`config.mk`:
```
export PLATFORM = sky130hd
export DESIGN_NAME = debug_regs_bank
export DESIGN_NICKNAME = d
export VERILOG_FILES = /design/src/rtl/debug_regs_bank.sv
export SDC_FILE = /design/constraint.sdc
export NUM_CORES = 1
export LEC_CHECK = 0
export CAP_MARGIN = 15
export CORE_ASPECT_RATIO = 1.75
export CORE_MARGIN = 2
export CORE_UTILIZATION = 40
export DETAILED_ROUTE_END_ITERATION = 12
export GPL_ROUTABILITY_DRIVEN = 0
export PLACE_DENSITY_LB_ADDON = 0.12
export SYNTH_ARGS = -nofsm -noshare
export SYNTH_HDL_FRONTEND = slang
export SYNTH_SLANG_ARGS = --single-unit
```
`constraint.sdc`:
```
create_clock -name wb_clk_i -period 5.7 [get_ports wb_clk_i]
set_input_delay 1.425 -clock wb_clk_i [delete_from_list [all_inputs] [get_ports wb_clk_i]]
set_output_delay 1.425 -clock wb_clk_i [all_outputs]
set_load 0.02 [all_outputs]
```
`src/rtl/debug_regs_bank.sv`:
```
// debug_regs_bank
// Wishbone-slave debug register bank: NUM_REGS byte-writable 32-bit scratch
// registers plus a system page (write locks, free-running cycle counter,
// accepted-write counter, sticky protection-error flag). Each accepted
// request is held for ACK_WAIT wait cycles before being committed and acked;
// dropping cyc/stb while waiting abandons the request with no side effects.
//
// Ports:
//   wb_clk_i   bus clock, all state changes on its rising edge
//   wb_rstn_i  asynchronous active-low reset
//   wbs_cyc_i  bus cycle
//   wbs_stb_i  strobe
//   wbs_we_i   1 = write
//   wbs_sel_i  byte lane enables
//   wbs_dat_i  write data
//   wbs_adr_i  byte address (only the page bit and index bits are decoded)
//   wbs_ack_o  single-cycle acknowledge
//   wbs_dat_o  read data, 0 whenever ack is low
module debug_regs_bank #(
    parameter int NUM_REGS = 4,
    parameter int ACK_WAIT = 0,
    parameter int ADDR_LSB = 2
) (
    input  logic        wb_clk_i,
    input  logic        wb_rstn_i,
    input  logic        wbs_cyc_i,
    input  logic        wbs_stb_i,
    input  logic        wbs_we_i,
    input  logic [3:0]  wbs_sel_i,
    input  logic [31:0] wbs_dat_i,
    input  logic [31:0] wbs_adr_i,
    output logic        wbs_ack_o,
    output logic [31:0] wbs_dat_o
);

    localparam int IDXW = $clog2(NUM_REGS);
    localparam logic [2:0] WAIT_INIT = 3'(ACK_WAIT);

    typedef enum logic [1:0] {S_IDLE, S_WAIT, S_ACK} state_t;

    state_t            state_q, state_d;
    logic [2:0]        wcnt_q, wcnt_d;

    // Request captured when it is accepted.
    logic              pg_q;
    logic [IDXW-1:0]   idx_q;
    logic              we_q;
    logic [3:0]        sel_q;
    logic [31:0]       wdat_q;

    logic [31:0]       regs_q [NUM_REGS];
    logic [NUM_REGS-1:0] lock_q;
    logic [31:0]       cycles_q;
    logic [15:0]       wrcnt_q;
    logic              err_q;

    logic              ack_q;
    logic [31:0]       rdata_q;

    logic              req;
    logic              accept;
    logic              commit;
    logic              wr_commit;
    logic [3:0]        sys_idx;
    logic [31:0]       wmask;
    logic [31:0]       wdata_m;
    logic [31:0]       rd_val;
    logic              unused_adr;

    assign req        = wbs_cyc_i & wbs_stb_i;
    // ack is registered one cycle behind the ACK state, so IDLE must also
    // refuse a request while the previous ack is still on the bus.
    assign accept     = (state_q == S_IDLE) & req & ~ack_q;
    assign unused_adr = ^wbs_adr_i;

    // State register.
    always_ff @(posedge wb_clk_i or negedge wb_rstn_i) begin
        if (!wb_rstn_i) begin
            state_q <= S_IDLE;
            wcnt_q  <= '0;
        end else begin
            // NOTE: sequential state uses non-blocking assignments so every
            // register samples the pre-edge value of every other register.
            state_q <= state_d;
            wcnt_q  <= wcnt_d;
        end
    end

    // Next-state logic.
    always_comb begin
        // NOTE: defaults first so no path through the case leaves a signal
        // unassigned, which would otherwise infer a latch.
        state_d = state_q;
        wcnt_d  = wcnt_q;
        case (state_q)
            S_IDLE: begin
                if (accept) begin
                    wcnt_d  = WAIT_INIT;
                    state_d = (ACK_WAIT == 0) ? S_ACK : S_WAIT;
                end
            end
            S_WAIT: begin
                if (!req) begin
                    state_d = S_IDLE;              // master withdrew: abort
                end else begin
                    wcnt_d = wcnt_q - 3'd1;
                    if (wcnt_q == 3'd1) state_d = S_ACK;
                end
            end
            S_ACK:   state_d = S_IDLE;
            default: state_d = S_IDLE;
        endcase
    end

    // Output decode: the ACK state is the commit cycle; its closing edge
    // applies write effects, captures read data and raises ack.
    always_comb begin
        commit    = (state_q == S_ACK);
        wr_commit = commit & we_q;
    end

    // Request capture.
    always_ff @(posedge wb_clk_i or negedge wb_rstn_i) begin
        if (!wb_rstn_i) begin
            pg_q   <= 1'b0;
            idx_q  <= '0;
            we_q   <= 1'b0;
            sel_q  <= '0;
            wdat_q <= '0;
        end else if (accept) begin
            pg_q   <= wbs_adr_i[ADDR_LSB+IDXW];
            idx_q  <= wbs_adr_i[ADDR_LSB +: IDXW];
            we_q   <= wbs_we_i;
            sel_q  <= wbs_sel_i;
            wdat_q <= wbs_dat_i;
        end
    end

    assign sys_idx = 4'(idx_q);
    assign wmask   = {{8{sel_q[3]}}, {8{sel_q[2]}}, {8{sel_q[1]}}, {8{sel_q[0]}}};
    assign wdata_m = wdat_q & wmask;

    // Read mux, evaluated on the pre-commit state.
    always_comb begin
        rd_val = '0;
        if (!pg_q) begin
            rd_val = regs_q[idx_q];
        end else begin
            case (sys_idx)
                4'd0:    rd_val = 32'(lock_q);
                4'd1:    rd_val = cycles_q;
                4'd2:    rd_val = {16'h0000, wrcnt_q};
                4'd3:    rd_val = {31'b0, err_q};
                default: rd_val = '0;
            endcase
        end
    end

    // Scratch registers, locks, write counter and error flag.
    always_ff @(posedge wb_clk_i or negedge wb_rstn_i) begin
        if (!wb_rstn_i) begin
            // NOTE: the scratch array is reset because the bank must read
            // back all-zero after reset; it is small enough to live in flops.
            for (int i = 0; i < NUM_REGS; i++) regs_q[i] <= '0;
            lock_q  <= '0;
            wrcnt_q <= '0;
            err_q   <= 1'b0;
        end else if (wr_commit) begin
            if (!pg_q) begin
                if (lock_q[idx_q]) begin
                    err_q <= 1'b1;              // blocked: nothing else changes
                end else begin
                    regs_q[idx_q] <= (regs_q[idx_q] & ~wmask) | wdata_m;
                    if (wrcnt_q != 16'hFFFF) wrcnt_q <= wrcnt_q + 16'd1;
                end
            end else begin
                case (sys_idx)
                    4'd0:    lock_q  <= lock_q | wdata_m[NUM_REGS-1:0];
                    4'd2:    wrcnt_q <= '0;
                    4'd3:    if (sel_q[0] && wdat_q[0]) err_q <= 1'b0;
                    default: ;
                endcase
            end
        end
    end

    // Free-running cycle counter; a write clears it on the same edge.
    always_ff @(posedge wb_clk_i or negedge wb_rstn_i) begin
        if (!wb_rstn_i) begin
            cycles_q <= '0;
        end else if (wr_commit && pg_q && (sys_idx == 4'd1)) begin
            cycles_q <= '0;
        end else begin
            cycles_q <= cycles_q + 32'd1;
        end
    end

    // Registered bus outputs; read data is forced to 0 outside ack.
    always_ff @(posedge wb_clk_i or negedge wb_rstn_i) begin
        if (!wb_rstn_i) begin
            ack_q   <= 1'b0;
            rdata_q <= '0;
        end else begin
            ack_q   <= commit;
            rdata_q <= (commit && !we_q) ? rd_val : '0;
        end
    end

    assign wbs_ack_o = ack_q;
    assign wbs_dat_o = rdata_q;

endmodule

```
==> results of run 1 <==
## layer usage
layer	share of wire [%]	wire [microns]
met1	46	12300
met2	49	13300
met3	2.8	752
met4	2.2	594
met5	0	0
## cells in the final DEF, fill, tap and decap left out, drive strengths merged, types with 8 or more instances in the layout
cell / instances
nor2: 87
a22oi: 12
mux2: 41
nand2: 112
and3: 8
nor4: 16
a21oi: 59
buf: 15
mux2i: 39
mux4: 33
nand2b: 24
nor3: 12
dfrtp: 255
clkbuf: 37
clkdlybuf4s50: 75
a211oi: 15
xnor2: 19
nand4: 10
nand3: 35
o21ai: 105
## worst max-delay path, cell delays in order, from the launching register on
cell	delay (ns)
dfrtp_2	0.94
buf_4	0.52
nor2b_2	0.94
a22oi_1	0.28
a211oi_1	0.33
## synth_stat cells, types with 2 or more instances
master and n:
dfrtp_1 255, nand2_1 111, o21ai_0 101, nor2_1 87
a21oi_1 58, clkbuf_1 42, mux2_2 40, mux2i_1 39
mux4_2 33, nand3_1 33, buf_2 25, nand2b_1 24
xnor2_1 19, a211oi_1 15, nor4_1 14, a22oi_1 12
nor3_1 12, and3_1 8, nand4_1 8, a211o_1 7
nor2b_1 7, xor2_1 7, and4_1 5, a21o_1 4
a221o_1 4, buf_1 4, inv_1 4, nor4b_1 4
o21ai_1 4, or3_1 4, and2_1 3, nand3b_1 3
nor3b_1 3, and4_4 2, ha_1 2, nand3_2 2
nor4_4 2, or4_1 2
## layout make-up
type | count | area share [%]
clock buffer | 37 | 5.82
clock inverter | 9 | 1.13
inverter | 4 | 0.112
multi-input combinational | 694 | 35.5
sequential | 255 | 47.5
tap | 378 | 3.52
timing repair buffer | 90 | 6.47
## where the power goes
group          switching, W  internal [W]
logic              0.000641      0.000591
registers          0.000352       0.00227
clock network      0.000716       0.00113
## state kept, by name, summed over array words and instances, names as in the netlist
register / count
idx_q: 2
cycles_q: 32
wbs_ack_o: 1
state_q: 1
wrcnt_q: 16
wbs_dat_o: 32
err_q: 1
lock_q: 4
wdat_q: 32
we_q: 1
sel_q: 4
regs_q: 128
pg_q: 1
## metrics by stage
stage / std cells / cell area [sq um] / utilization (%)
after CTS: 1467 / 13500 / 47.3
after detailed placement: 1421 / 12500 / 44.1
final: 1467 / 13500 / 47.3
after floorplan: 1028 / 11500 / -
after global placement: 1421 / 12500 / 44.1
after global routing: 1467 / 13500 / 47.3
## cell families after synthesis
family	after synthesis
simple gates	342
flops	255
compound gates	211
mux	113
buf+inv	79
xor+xnor	26
fa+ha+maj	2
## how the worst max path moves through the flow
stage	startpoint	to	slack, ns	cells after the start
after floorplan	wbs_cyc_i	idx_q[0]	3.02	4
after global placement	idx_q[0]	wbs_dat_o[9]	2.44	4
after detailed placement	idx_q[0]	wbs_dat_o[4]	2.42	4
after CTS	idx_q[0]	wbs_dat_o[4]	2.38	4
after global routing	idx_q[0]	wbs_dat_o[4]	2.21	4
final	idx_q[0]	wbs_dat_o[9]	2.56	4
==> results.sh, run 1 <==
export IMPL_crit_arrival_ns=3.58
export IMPL_ys_ff_latch=255
export IMPL_htree_num_levels=1
export IMPL_multiInputGateArea_sq_mm=0.00478
export IMPL_cts_setup_buffers=0
export IMPL_top_usage_layer="met2"
export IMPL_synth_top_area_share_pct=55.6
export IMPL_r2r_start="idx_q[0]"
export IMPL_hold_worst_slack_ns=0.475
export IMPL_yosys_cell_types_count=57
export IMPL_antenna_cells=0
export IMPL_clk_latency_ns=0.54
export IMPL_ios=106
export IMPL_synth_fp_nets=1103
export IMPL_dieArea_sq_mm=0.0301
export IMPL_drc=0
export IMPL_fp_coreArea_sq_mm=0.0284
export IMPL_synth_compound_area_share_pct=10.4
export IMPL_ctsResizeCount=0
export IMPL_leakage_nw=5.75
export IMPL_holdPathStages=2
export IMPL_max_slew_margin_pct=28.9
export IMPL_yosys_warnings=0
export IMPL_cp_start_kind="flip-flop"
export IMPL_clk_pin_slew_ns=0.07
export IMPL_cts_sinks=255
export IMPL_period_needed_ns=3.14
export IMPL_worst_r2r_setup_slack_ns=2.56
export IMPL_nets=1146
export IMPL_dr_pass1_iters=4
export IMPL_status="completed"
export IMPL_yosysTopAreaCell="dfrtp_1"
export IMPL_grt_pass1_wl_microns=45100
export IMPL_use_met2_pct=31.3
export IMPL_pre_cts_slack_ns=2.42
export IMPL_endpoint_kind="flip-flop"
export IMPL_drv_cap=0
export IMPL_post_route_period_util_pct=55.1
export IMPL_min_from="regs_q[47]"
export IMPL_grt_ovfl_total=0
export IMPL_grt_total_usage_pct=18.6
export IMPL_crit_type="flip-flop to flip-flop"
export IMPL_synthAdderAreaFrac_pct=0.218
export IMPL_synthCells=1028
export IMPL_first_global_vias=8187
export IMPL_nFillCells=2713
export IMPL_reg2regPathDepth=4
export IMPL_finalPower_w=0.00571
export IMPL_portBuffers=76
export IMPL_worst_ep_required_time_ns=6.13
export IMPL_synthTopCellsByArea="dfrtp_1 (56%), mux4_2 (6.5%), o21ai_0 (4.4%)"
export IMPL_final_antenna_net_count=0
export IMPL_synth_seq_area_share_pct=55.6
export IMPL_setup_viol=0
export IMPL_synth_top_family_by_area="simple AND/OR/NAND/NOR gates"
export IMPL_cts_hold_buf=0
export IMPL_drt_total_wl_microns=27000
export IMPL_max_vdd_ir_drop_uv=260
export IMPL_critPathMaxFanout=25
export IMPL_synthXorXnorAreaFrac_pct=1.98
export IMPL_synth_edf_count=0
export IMPL_async_reset_ff_share_pct=100
export IMPL_setup_ws_ns=2.56
export IMPL_cts_buffers=26
export IMPL_fin_skew_ns=0.0164
export IMPL_antenna_found_initial=0
export IMPL_root_buffer="clkbuf_16"
export IMPL_muxShareOfSynthArea_pct=13.9
export IMPL_ff_latch_area_sq_mm=0.00638
export IMPL_drt_initial_drc_count=550
export IMPL_tritoncts="yes"
export IMPL_synthToLayoutAreaGrowth_pct=17.1
export IMPL_reg2reg_to="wbs_dat_o[9]"
export IMPL_synth_avg_cell_area_sq_um=11.2
export IMPL_dieHeight_microns=228
export IMPL_use_met1_pct=25.6
export IMPL_hpwl_microns=17200
export IMPL_drive_above_1_share_pct=13.8
export IMPL_yosys_most_used_dff="dfrtp_1"
export IMPL_rsz0062_at_grt="no"
export IMPL_min_to="regs_q[47]"
export IMPL_rows=82
export IMPL_synthSimpleGateAreaFrac_pct=14.8
export IMPL_p_per_area_mw_per_mm2=424
export IMPL_grt_start_max_net_pins=127
export IMPL_hold_viol=0
export IMPL_clock_path_buffers=3
export IMPL_initial_utilization_pct=40.4
export IMPL_grt_use_met3_pct=2.04
export IMPL_syn_area_sq_mm=0.0115
export IMPL_wl_per_cell_microns=18.4
export IMPL_chipWidth_microns=132
export IMPL_fin_setup_tns_ns=0
export IMPL_maxSlewViolCount=0
export IMPL_dr_total_vias=7694
export IMPL_via_per_inst=5.24
export IMPL_worstMarginPinSlew_ns=1.06
export IMPL_fmax_ghz=0.318
export IMPL_hp_class="flip-flop to flip-flop"
(Power assumes the default switching activity.)
==> inputs of run 2 (changes only) <==
==> constraint.sdc (replaced) <==
create_clock -name wb_clk_i -period 3 [get_ports wb_clk_i]
set_input_delay 0.75 -clock wb_clk_i [delete_from_list [all_inputs] [get_ports wb_clk_i]]
set_output_delay 0.75 -clock wb_clk_i [all_outputs]
set_load 0.02 [all_outputs]
==> results.sh, run 2 (synthesis gave the netlist of run 1 again) <==
export IMPL_status="completed"
export IMPL_chipWidth_microns=132
export IMPL_portBuffers=76
export IMPL_synthToLayoutAreaGrowth_pct=18.2
export IMPL_worstMarginPinSlew_ns=0.766
export IMPL_fp_coreArea_sq_mm=0.0284
export IMPL_reg2regPathDepth=5
export IMPL_tritoncts="yes"
export IMPL_critPathMaxStageDelay_ns=0.64
export IMPL_worst_ep_required_time_ns=2.25
export IMPL_grt_start_max_net_pins=69
export IMPL_critPathMaxFanout=2
export IMPL_first_global_vias=8005
export IMPL_largest_reg_flops=128
export IMPL_crit_type="flip-flop to output pin"
export IMPL_nets=1158
export IMPL_critPathSlowestCell="clkdlybuf4s50_1"
export IMPL_cp_top_family="buffers and inverters"
export IMPL_intPower_w=0.00756
export IMPL_critPathBufInv=1
export IMPL_root_buffer="clkbuf_16"
export IMPL_fin_setup_tns_ns=0
export IMPL_antenna_found_initial=0
export IMPL_maxSlewViolCount=0
export IMPL_switching_share_pct=30.0
export IMPL_cts_hold_buf=0
export IMPL_cts_buffers=26
export IMPL_max_vdd_ir_drop_uv=455
export IMPL_setup_ws_ns=0.687
export IMPL_drc=0
export IMPL_dr_pass1_iters=4
export IMPL_fin_skew_ns=0.0103
export IMPL_cp_cell_sequence="clkdlybuf4s50_1"
export IMPL_via_per_inst=5.24
export IMPL_htree_num_levels=1
export IMPL_pre_cts_slack_ns=0.623
export IMPL_p_per_area_mw_per_mm2=795
export IMPL_top_usage_layer="met2"
export IMPL_fmax_ghz=0.432
export IMPL_endpoint_kind="output pin"
export IMPL_ios=106
export IMPL_wl_per_cell_microns=18.2
export IMPL_final_cell_mix="dfrtp_1 (252), nand2_1 (110), o21ai_0 (101)"
export IMPL_drt_initial_drc_count=518
export IMPL_dieArea_sq_mm=0.0301
export IMPL_leakage_nw=5.81
export IMPL_fin_util_pct=47.8
export IMPL_clk_latency_ns=0.54
export IMPL_dr_total_vias=7759
export IMPL_grt_total_usage_pct=18.4
export IMPL_grt_ovfl_total=0
export IMPL_setup_viol=0
export IMPL_post_route_period_util_pct=77.1
export IMPL_crit_cells=1
export IMPL_power_frac_comb_pct=22.5
export IMPL_initial_utilization_pct=40.4
export IMPL_rsz0062_at_grt="no"
export IMPL_rows=82
export IMPL_final_antenna_net_count=0
export IMPL_hpwl_microns=17900
export IMPL_cts_sinks=255
export IMPL_period_needed_ns=2.31
export IMPL_cts_setup_buffers=0
export IMPL_ctsResizeCount=0
export IMPL_drv_cap=0
export IMPL_drt_total_wl_microns=27000
export IMPL_drive_above_1_share_pct=14.7
export IMPL_power_frac_clock_pct=31.7
export IMPL_grt_pass1_wl_microns=44500
export IMPL_finalPower_w=0.0108
export IMPL_crit_arrival_ns=1.56
export IMPL_power_frac_seq_pct=45.7
export IMPL_cp_start_kind="flip-flop"
export IMPL_antenna_cells=0
export IMPL_hp_class="input pin to async pin"
export IMPL_grt_use_met3_pct=2.22
export IMPL_clock_path_buffers=3
export IMPL_use_met1_pct=25.2
export IMPL_max_slew_margin_pct=48.9
export IMPL_hold_viol=0
export IMPL_top_register="regs_q"
export IMPL_p_switching_w=0.00324
export IMPL_hold_worst_slack_ns=0.169
export IMPL_clk_pin_slew_ns=0.06
export IMPL_use_met2_pct=30.9
export IMPL_layout_commonest_cell="dfrtp_1"
export IMPL_dieHeight_microns=228
-- run 2: cell count changes in the layout (fill, tap and decap cells not counted), sizes merged --
cell,before,now
buf,15,27
bufinv,4,2
clkbuf,37,43
clkinv,4,3
inv,5,4
-- run 2: worst paths after layout --
| path | slack [ns] | startpoint | endpoint |
|---|---|---|---|
| min in group wb_clk_i | 0.47 | regs_q[38] | regs_q[38] |
| max in group asynchronous | 2.06 | wb_rstn_i | regs_q[16] |
| worst max register to register | 0.72 | wrcnt_q[0] | wrcnt_q[0] |
| worst min register to register | 0.47 | regs_q[38] | regs_q[38] |
| worst min-delay path | 0.17 | wb_rstn_i | wbs_dat_o[27] |
| worst max-delay path | 0.69 | wbs_ack_o | wbs_ack_o |
-- run 2: final cells by class --
cell class              count  area, sq um
well taps                 378          473
fillers                  2675        14800
multi-input cells         694         4780
clock inverters             5         75.1
flip-flops and latches    255         6380
clock buffers              43          846
repair buffers            102         1010
inverters                   4         15.0
-- run 2: routing by layer --
metal  part of all wire, %  up-vias  wire length (microns)
met5                     0        -                      0
met4                   2.0        0                    547
met3                   3.4       38                    918
met2                    49      118                  13300
met1                    45     3840                  12100
li1                      -     3763                      -
-- run 2: stage by stage --
step                instances  cell area, sq um
floorplan                1028             11500
global placement         1433             12700
detailed placement       1433             12700
CTS                      1481             13600
global route             1481             13600
finish                   1481             13600
-- run 2: power by group through the flow --
stage               Sequential [W]  Combinational [W]  Clock (W)
floorplan                  0.00474            0.00188          0
global placement           0.00496            0.00241          0
detailed placement         0.00501            0.00245          0
CTS                        0.00495            0.00245    0.00353
global route               0.00506            0.00275    0.00366
finish                     0.00493            0.00243    0.00342
